<file path="src/rtl/freq_meter_pkg.sv">
// Shared types and default widths for the Fdiv frequency meter.
package freq_meter_pkg;

  typedef enum logic [1:0] {
    IDLE = 2'd0,
    MEAS = 2'd1,
    DONE = 2'd2
  } state_e;

  localparam int unsigned CNT_W_DEF       = 16;
  localparam int unsigned GATE_W_DEF      = 16;
  localparam int unsigned SYNC_STAGES_DEF = 2;

  // Saturation value of an edge counter at the default width.
  localparam logic [CNT_W_DEF-1:0] CNT_MAX_DEF = '1;

endpackage

</file>
<file path="src/rtl/freq_meter_if.sv">
// Measurement request/result bundle between a calibration controller and freq_meter.
interface freq_meter_if
  import freq_meter_pkg::*;
#(
  parameter int unsigned CNT_W  = CNT_W_DEF,
  parameter int unsigned GATE_W = GATE_W_DEF
) ();

  logic              Start;
  logic [GATE_W-1:0] Gate_cycles;
  logic              Busy;
  logic              Valid;
  logic [CNT_W-1:0]  Count;
  logic              Ovf;

  modport master (
    output Start, Gate_cycles,
    input  Busy, Valid, Count, Ovf
  );

  modport slave (
    input  Start, Gate_cycles,
    output Busy, Valid, Count, Ovf
  );

endinterface

</file>
<file path="src/rtl/freq_meter_edge_sync.sv">
// Synchronises an asynchronous input into Clk and flags its rising edges
// with a single-cycle pulse. Latency from Din to Rise being counted is
// SYNC_STAGES+1 cycles.
module edge_sync #(
  parameter int unsigned SYNC_STAGES = 2
) (
  input  logic Clk,
  input  logic Reset,
  input  logic Din,
  output logic Rise
);

  logic [SYNC_STAGES-1:0] sync_q;
  logic                   hist_q;

  // Metastability chain followed by a history flop for edge detection.
  always_ff @(posedge Clk) begin
    if (Reset) begin
      sync_q <= '0;
      hist_q <= 1'b0;
    end else begin
      sync_q <= {sync_q[SYNC_STAGES-2:0], Din};
      hist_q <= sync_q[SYNC_STAGES-1];
    end
  end

  assign Rise = sync_q[SYNC_STAGES-1] & ~hist_q;

endmodule

</file>
<file path="src/rtl/freq_meter.sv">
// Gated edge counter: counts synchronised Fdiv rising edges over a window of
// Gate_cycles Clk cycles and reports the result with a one-cycle Valid pulse.
module freq_meter
  import freq_meter_pkg::*;
#(
  parameter int unsigned CNT_W       = CNT_W_DEF,
  parameter int unsigned GATE_W      = GATE_W_DEF,
  parameter int unsigned SYNC_STAGES = SYNC_STAGES_DEF
) (
  input  logic         Clk,
  input  logic         Reset,
  input  logic         Fdiv,
  freq_meter_if.slave  bus
);

  localparam logic [CNT_W-1:0]  CNT_MAX  = '1;
  localparam logic [GATE_W-1:0] GATE_ONE = GATE_W'(1);

  logic              rise;
  state_e            state_q;
  logic [GATE_W-1:0] gate_cnt_q;
  logic [CNT_W-1:0]  edge_cnt_q;
  logic              ovf_int_q;
  logic              busy_q;
  logic              valid_q;
  logic [CNT_W-1:0]  count_q;
  logic              ovf_q;

  edge_sync #(
    .SYNC_STAGES(SYNC_STAGES)
  ) u_edge_sync (
    .Clk   (Clk),
    .Reset (Reset),
    .Din   (Fdiv),
    .Rise  (rise)
  );

  // Measurement FSM with window/edge counters; Busy and Valid are registered
  // alongside the state so they line up with IDLE/MEAS/DONE occupancy.
  always_ff @(posedge Clk) begin
    if (Reset) begin
      state_q    <= IDLE;
      gate_cnt_q <= '0;
      edge_cnt_q <= '0;
      ovf_int_q  <= 1'b0;
      busy_q     <= 1'b0;
      valid_q    <= 1'b0;
      count_q    <= '0;
      ovf_q      <= 1'b0;
    end else begin
      valid_q <= 1'b0;
      unique case (state_q)
        IDLE: begin
          if (bus.Start) begin
            gate_cnt_q <= bus.Gate_cycles;
            edge_cnt_q <= '0;
            ovf_int_q  <= 1'b0;
            busy_q     <= 1'b1;
            if (bus.Gate_cycles == '0) begin
              state_q <= DONE;
              valid_q <= 1'b1;
            end else begin
              state_q <= MEAS;
            end
          end
        end
        MEAS: begin
          if (rise) begin
            if (edge_cnt_q == CNT_MAX) ovf_int_q  <= 1'b1;
            else                       edge_cnt_q <= edge_cnt_q + 1'b1;
          end
          gate_cnt_q <= gate_cnt_q - 1'b1;
          if (gate_cnt_q == GATE_ONE) begin
            state_q <= DONE;
            valid_q <= 1'b1;
          end
        end
        DONE: begin
          count_q <= edge_cnt_q;
          ovf_q   <= ovf_int_q;
          busy_q  <= 1'b0;
          state_q <= IDLE;
        end
        default: begin
          state_q <= IDLE;
          busy_q  <= 1'b0;
        end
      endcase
    end
  end

  assign bus.Busy  = busy_q;
  assign bus.Valid = valid_q;
  assign bus.Count = count_q;
  assign bus.Ovf   = ovf_q;

endmodule

</file>
<file path="src/flat_wrapper.sv">
// flat-port wrapper written by rule: the top's interface ports become plain ports
module freq_meter_flat import freq_meter_pkg::*;
#(
  parameter int unsigned CNT_W       = CNT_W_DEF,
  parameter int unsigned GATE_W      = GATE_W_DEF,
  parameter int unsigned SYNC_STAGES = SYNC_STAGES_DEF
)
  (Clk, Reset, Fdiv, bus_Start, bus_Gate_cycles, bus_Busy, bus_Valid, bus_Count, bus_Ovf);
  freq_meter_if #(.CNT_W(CNT_W), .GATE_W(GATE_W)) bus_i ();
  input  logic Clk;
  input  logic Reset;
  input  logic Fdiv;
  input wire logic [$bits(bus_i.Start)-1:0] bus_Start;
  input wire logic [$bits(bus_i.Gate_cycles)-1:0] bus_Gate_cycles;
  output wire logic [$bits(bus_i.Busy)-1:0] bus_Busy;
  output wire logic [$bits(bus_i.Valid)-1:0] bus_Valid;
  output wire logic [$bits(bus_i.Count)-1:0] bus_Count;
  output wire logic [$bits(bus_i.Ovf)-1:0] bus_Ovf;
  assign bus_i.Start = bus_Start;
  assign bus_i.Gate_cycles = bus_Gate_cycles;
  assign bus_Busy = bus_i.Busy;
  assign bus_Valid = bus_i.Valid;
  assign bus_Count = bus_i.Count;
  assign bus_Ovf = bus_i.Ovf;
  freq_meter #(.CNT_W(CNT_W), .GATE_W(GATE_W), .SYNC_STAGES(SYNC_STAGES)) u_core (.Clk(Clk), .Reset(Reset), .Fdiv(Fdiv), .bus(bus_i));
endmodule
</file>
<file path="config.mk">
export PLATFORM = sky130hd
export DESIGN_NAME = freq_meter_flat
export DESIGN_NICKNAME = d
export VERILOG_FILES = /design/src/rtl/freq_meter_pkg.sv /design/src/rtl/freq_meter_if.sv /design/src/rtl/freq_meter_edge_sync.sv /design/src/rtl/freq_meter.sv /design/src/flat_wrapper.sv
export SDC_FILE = /design/constraint.sdc
export NUM_CORES = 1
export LEC_CHECK = 0
export BUFFER_PORTS_ARGS = -buffer_cell sky130_fd_sc_hd__buf_4
export CAP_MARGIN = 20
export CORE_AREA = 2 2 81 68
export DETAILED_ROUTE_END_ITERATION = 7
export DIE_AREA = 0 0 83 70
export PLACE_DENSITY = 0.77
export SETUP_SLACK_MARGIN = 0.15
export SLEW_MARGIN = 20
export SYNTH_ARGS = -nofsm -noshare
export SYNTH_HDL_FRONTEND = slang
export SYNTH_SLANG_ARGS = --single-unit
</file>
<file path="constraint.sdc">
create_clock -name Clk -period 2.4 [get_ports Clk]
set_clock_uncertainty 0.1 [all_clocks]
set_input_delay 0.12 -clock Clk [delete_from_list [all_inputs] [get_ports Clk]]
set_output_delay 0.12 -clock Clk [all_outputs]
set_load 0.01 [all_outputs]
</file>
==> impl_metrics.py <==
metrics = {
    "synth": {
        "synth_cell_type_count": 51,
        "summed_instance_area_of_the_synthesized_netlist_mm2": 0.002713,
        "yosys_register_bits": 57,
        "post_synth.cell_area_avg_um2": 7.772,
        "cell_count_after_synthesis": 349,
        "synth_largest_type_area_fraction": 0.4207,
        "yosysWarningCount": 0,
        "synth.top_cells.by_area": "sky130_fd_sc_hd__dfxtp_1 42%, sky130_fd_sc_hd__a21oi_1 8.1%, sky130_fd_sc_hd__nand2_1 6.6%",
        "synthesis.nets": 372,
        "synth_largest_area_cell": "sky130_fd_sc_hd__dfxtp_1",
        "postSynth.asyncResetShare": 0,
        "synth_enable_flop_cells": 0,
        "ys_seq_area_frac": 0.4207,
        "postSynth.topFlopCell": "sky130_fd_sc_hd__dfxtp_1",
    },
    "power": {
        "post-layout-total-power_uw": 2266,
        "power.share.switching": 0.2522,
        "p_comb_frac": 0.133,
        "powerDensity_mw_per_mm2": 680.6,
        "power.share.sequential": 0.448,
        "p_switching_uw": 571.6,
        "leakagePower_uw": 0.001253,
        "vdd.ir_drop.worst_uv": 465.2,
        "p_int_uw": 1694,
        "pwr-share-clk": 0.419,
    },
    "cts": {
        "cts_tree": "built",
        "total_cts_buffers": 9,
        "cts_sinks": 57,
        "post-cts-setup-buffer-count": 0,
        "clkSlewWorstSetupHoldPaths_ns": 0.06,
        "worst_skew_pair.late_latency_ns": 0.33,
        "cts-htree-levels": 3,
        "cts.path.max_buffers": 2,
        "cts.root.buffer_cell": "sky130_fd_sc_hd__clkbuf_8",
    },
    "worst_setup_path": {
        "critical_path_arrival_ns": 2.26,
        "worst-setup-path-type": "flip-flop to flip-flop",
        "setup.worst_path.start_class": "flip-flop",
        "worstPathRequired_ns": 2.55,
        "r2r_endpoint": "u_core.edge_cnt_q[4]",
        "setup.worst_path.end_class": "flip-flop",
        "timing.critical_path.to": "u_core.edge_cnt_q[4]",
        "worstSetupStartpoint": "u_core.edge_cnt_q[3]",
        "worstPathMaxFanout": 15,
        "r2r.worst_path.cells": 5,
        "crit-reg2reg-launch": "u_core.edge_cnt_q[3]",
        "r2r_slack_ns": 0.29,
    },
    "sta": {
        "slew_limit_fails": 0,
        "timing.hold.ws_ns": 0.01721,
        "final_number_of_hold_violating_endpoints": 0,
        "setup_viol_count_final": 0,
        "max_slew.worst_pin.slew_ns": 0.6595,
        "finalCriticalPeriod_ns": 2.109,
        "setup-tns-final_ns": 0,
        "setup_repair_after_global_routing_missed_its_margin": "no",
        "period_share": 0.8786,
        "setup_ws_ns": 0.2913,
        "relSlewSlack": 0.5603,
        "timing.fmax_ghz": 0.4742,
    },
    "cells_and_area": {
        "antenna_cells_inserted": 0,
        "finish.utilization": 0.6484,
        "final_net_count": 415,
        "synthToLayoutAreaGrowth_pct": 22.74,
        "drive_above_1_share": 0.1793,
    },
    "placement": {
        "dpl.hpwl_um": 4468,
        "finalWeightedCongestion": 0.9209,
        "port-buffer-count": 38,
        "placement_setup_slack_ns": 0.3564,
    },
    "global_routing": {
        "largest_net_degree_at_the_start_of_global_routing": 47,
        "grt_usage": 0.2362,
        "grt.overflow.total": 0,
        "global_route_wire_length_before_repair_um": 11200,
        "grt_pass1_vias": 2398,
        "antenna_found_initial": 0,
    },
    "route": {
        "drt-vias-per-instance": 5.822,
        "route.vias.total": 2684,
        "drt_drc_violations_left": 0,
        "avgRoutedWirePerCell_um": 14.52,
        "finalWirelength_um": 6692,
        "first_drt_pass_iteration_count": 4,
        "drt.antenna.violating_nets": 0,
        "dr.first_iter.drc_count": 353,
    },
    "floorplanning": {
        "fp.dieH_um": 70,
        "initial_cell_density_of_the_core": 0.5283,
        "full_die_area_mm2": 0.005810,
        "placementRows": 24,
        "ios": 39,
        "core_area_mm2": 0.005135,
        "die_w_um": 83,
    },
    "worst_hold_path": {
        "min-delay-path-class": "input port to flip-flop",
    },
    "status": {
        "run_status": "complete, no violations",
    },
    "run": {
        "timing.max_cap.violations": 0,
    },
}
registers in the layout, indices dropped and copies added (netlist names):
name,flops
u_core.bus.Busy,1
u_core.bus.Count,16
u_core.bus.Ovf,1
u_core.bus.Valid,1
u_core.edge_cnt_q,16
u_core.gate_cnt_q,16
u_core.ovf_int_q,1
u_core.state_q,2
u_core.u_edge_sync.hist_q,1
u_core.u_edge_sync.sync_q,2
worst max-delay path: stages (launching register included):
cell and delay [ns]:
sky130_fd_sc_hd__dfxtp_1 0.44, sky130_fd_sc_hd__nand4_2 0.23, sky130_fd_sc_hd__or4_4 0.63, sky130_fd_sc_hd__a21oi_4 0.34, sky130_fd_sc_hd__o21ai_1 0.14, sky130_fd_sc_hd__a21oi_1 0.15
layout make-up:
cell class	instances	area [um2]
clock buffer	13	178.9
sequential	57	1141
fill	437	1805
timing repair buffer	53	407.9
multi-input combinational	264	1459
tap	65	81.33
clock inverter	2	35.03
inverter	7	26.28
layout by cell type, fill, tap and decap left out, types with 5 or more instances in the layout:
master	Yosys	layout
sky130_fd_sc_hd__a21oi_1	44	44
sky130_fd_sc_hd__dfxtp_1	57	57
sky130_fd_sc_hd__nor2_1	40	40
sky130_fd_sc_hd__inv_1	7	7
sky130_fd_sc_hd__nor3_1	13	13
sky130_fd_sc_hd__nand3_1	6	6
sky130_fd_sc_hd__nand4_1	7	7
sky130_fd_sc_hd__o21ai_1	5	5
sky130_fd_sc_hd__a211oi_1	6	6
sky130_fd_sc_hd__a31oi_1	7	7
sky130_fd_sc_hd__clkbuf_8	0	13
sky130_fd_sc_hd__or3_1	7	7
sky130_fd_sc_hd__nand2_1	48	48
sky130_fd_sc_hd__o22ai_1	7	7
sky130_fd_sc_hd__nand2b_1	5	5
sky130_fd_sc_hd__nor4_1	9	9
sky130_fd_sc_hd__o21ai_0	5	5
sky130_fd_sc_hd__buf_4	0	49
sky130_fd_sc_hd__nor2b_1	9	9
Yosys cell counts (4+ instances only):
cell type                  number
sky130_fd_sc_hd__nand4_1        7
sky130_fd_sc_hd__a31oi_1        7
sky130_fd_sc_hd__inv_1          7
sky130_fd_sc_hd__nor3_1        13
sky130_fd_sc_hd__nand2_1       48
sky130_fd_sc_hd__or3_1          7
sky130_fd_sc_hd__nand2b_1       5
sky130_fd_sc_hd__clkbuf_1      19
sky130_fd_sc_hd__o21ai_1        5
sky130_fd_sc_hd__o22ai_1        7
sky130_fd_sc_hd__nor4_1         9
sky130_fd_sc_hd__a211oi_1       6
sky130_fd_sc_hd__nor2_1        40
sky130_fd_sc_hd__nor2b_1        9
sky130_fd_sc_hd__o21ai_0        5
sky130_fd_sc_hd__xor2_1         4
sky130_fd_sc_hd__nand3_1        6
sky130_fd_sc_hd__dfxtp_1       57
sky130_fd_sc_hd__a21oi_1       44
worst min-delay path by stage:
stage | startpoint | to | cells after the start
final | bus_Gate_cycles[13] | u_core.gate_cnt_q[13] | 3
after global routing | bus_Gate_cycles[14] | u_core.gate_cnt_q[14] | 3
after CTS | bus_Gate_cycles[15] | u_core.gate_cnt_q[15] | 3
after detailed placement | Fdiv | u_core.u_edge_sync.sync_q[0] | 2
after global placement | Fdiv | u_core.u_edge_sync.sync_q[0] | 2
after floorplan | Fdiv | u_core.u_edge_sync.sync_q[0] | 1
metrics by stage:
stage                     cell area (um2)  cells
after CTS                            3319    460
after global routing                 3329    461
final                                3329    461
after floorplan                      2713    349
after detailed placement             3075    442
after global placement               3075    442
power groups by stage:
| stage | combinational [uW] | sequential, uW | clock [uW] |
|---|---|---|---|
| final | 302 | 1020 | 949 |
| after floorplan | 192 | 1030 | 0 |
| after CTS | 297 | 1010 | 967 |
| after detailed placement | 289 | 1030 | 0 |
| after global placement | 283 | 1030 | 0 |
| after global routing | 331 | 1020 | 1020 |
repair_timing:
action / 4_1_cts / 5_1_grt
hold buffers: 3 / 1
resized for setup: 0 / 0
hold endpoints to repair: 3 / 1
routing by layer:
metal	track usage	wire length, um	up-vias
li1	-	-	1333
met1	0.3390	3180	1249
met2	0.3405	2995	98
met3	0.07210	473	4
met4	0.07286	42	0
met5	0	0	-
logic make-up after synthesis:
group | Yosys count | synth area share
mux | 1 | 0.003690
flops | 57 | 0.4207
compound gates | 90 | 0.1993
simple gates | 165 | 0.3049
xor+xnor | 5 | 0.01614
fa+ha+maj | 3 | 0.01384
buf+inv | 28 | 0.04151
Power figures use the tool's default switching activity.
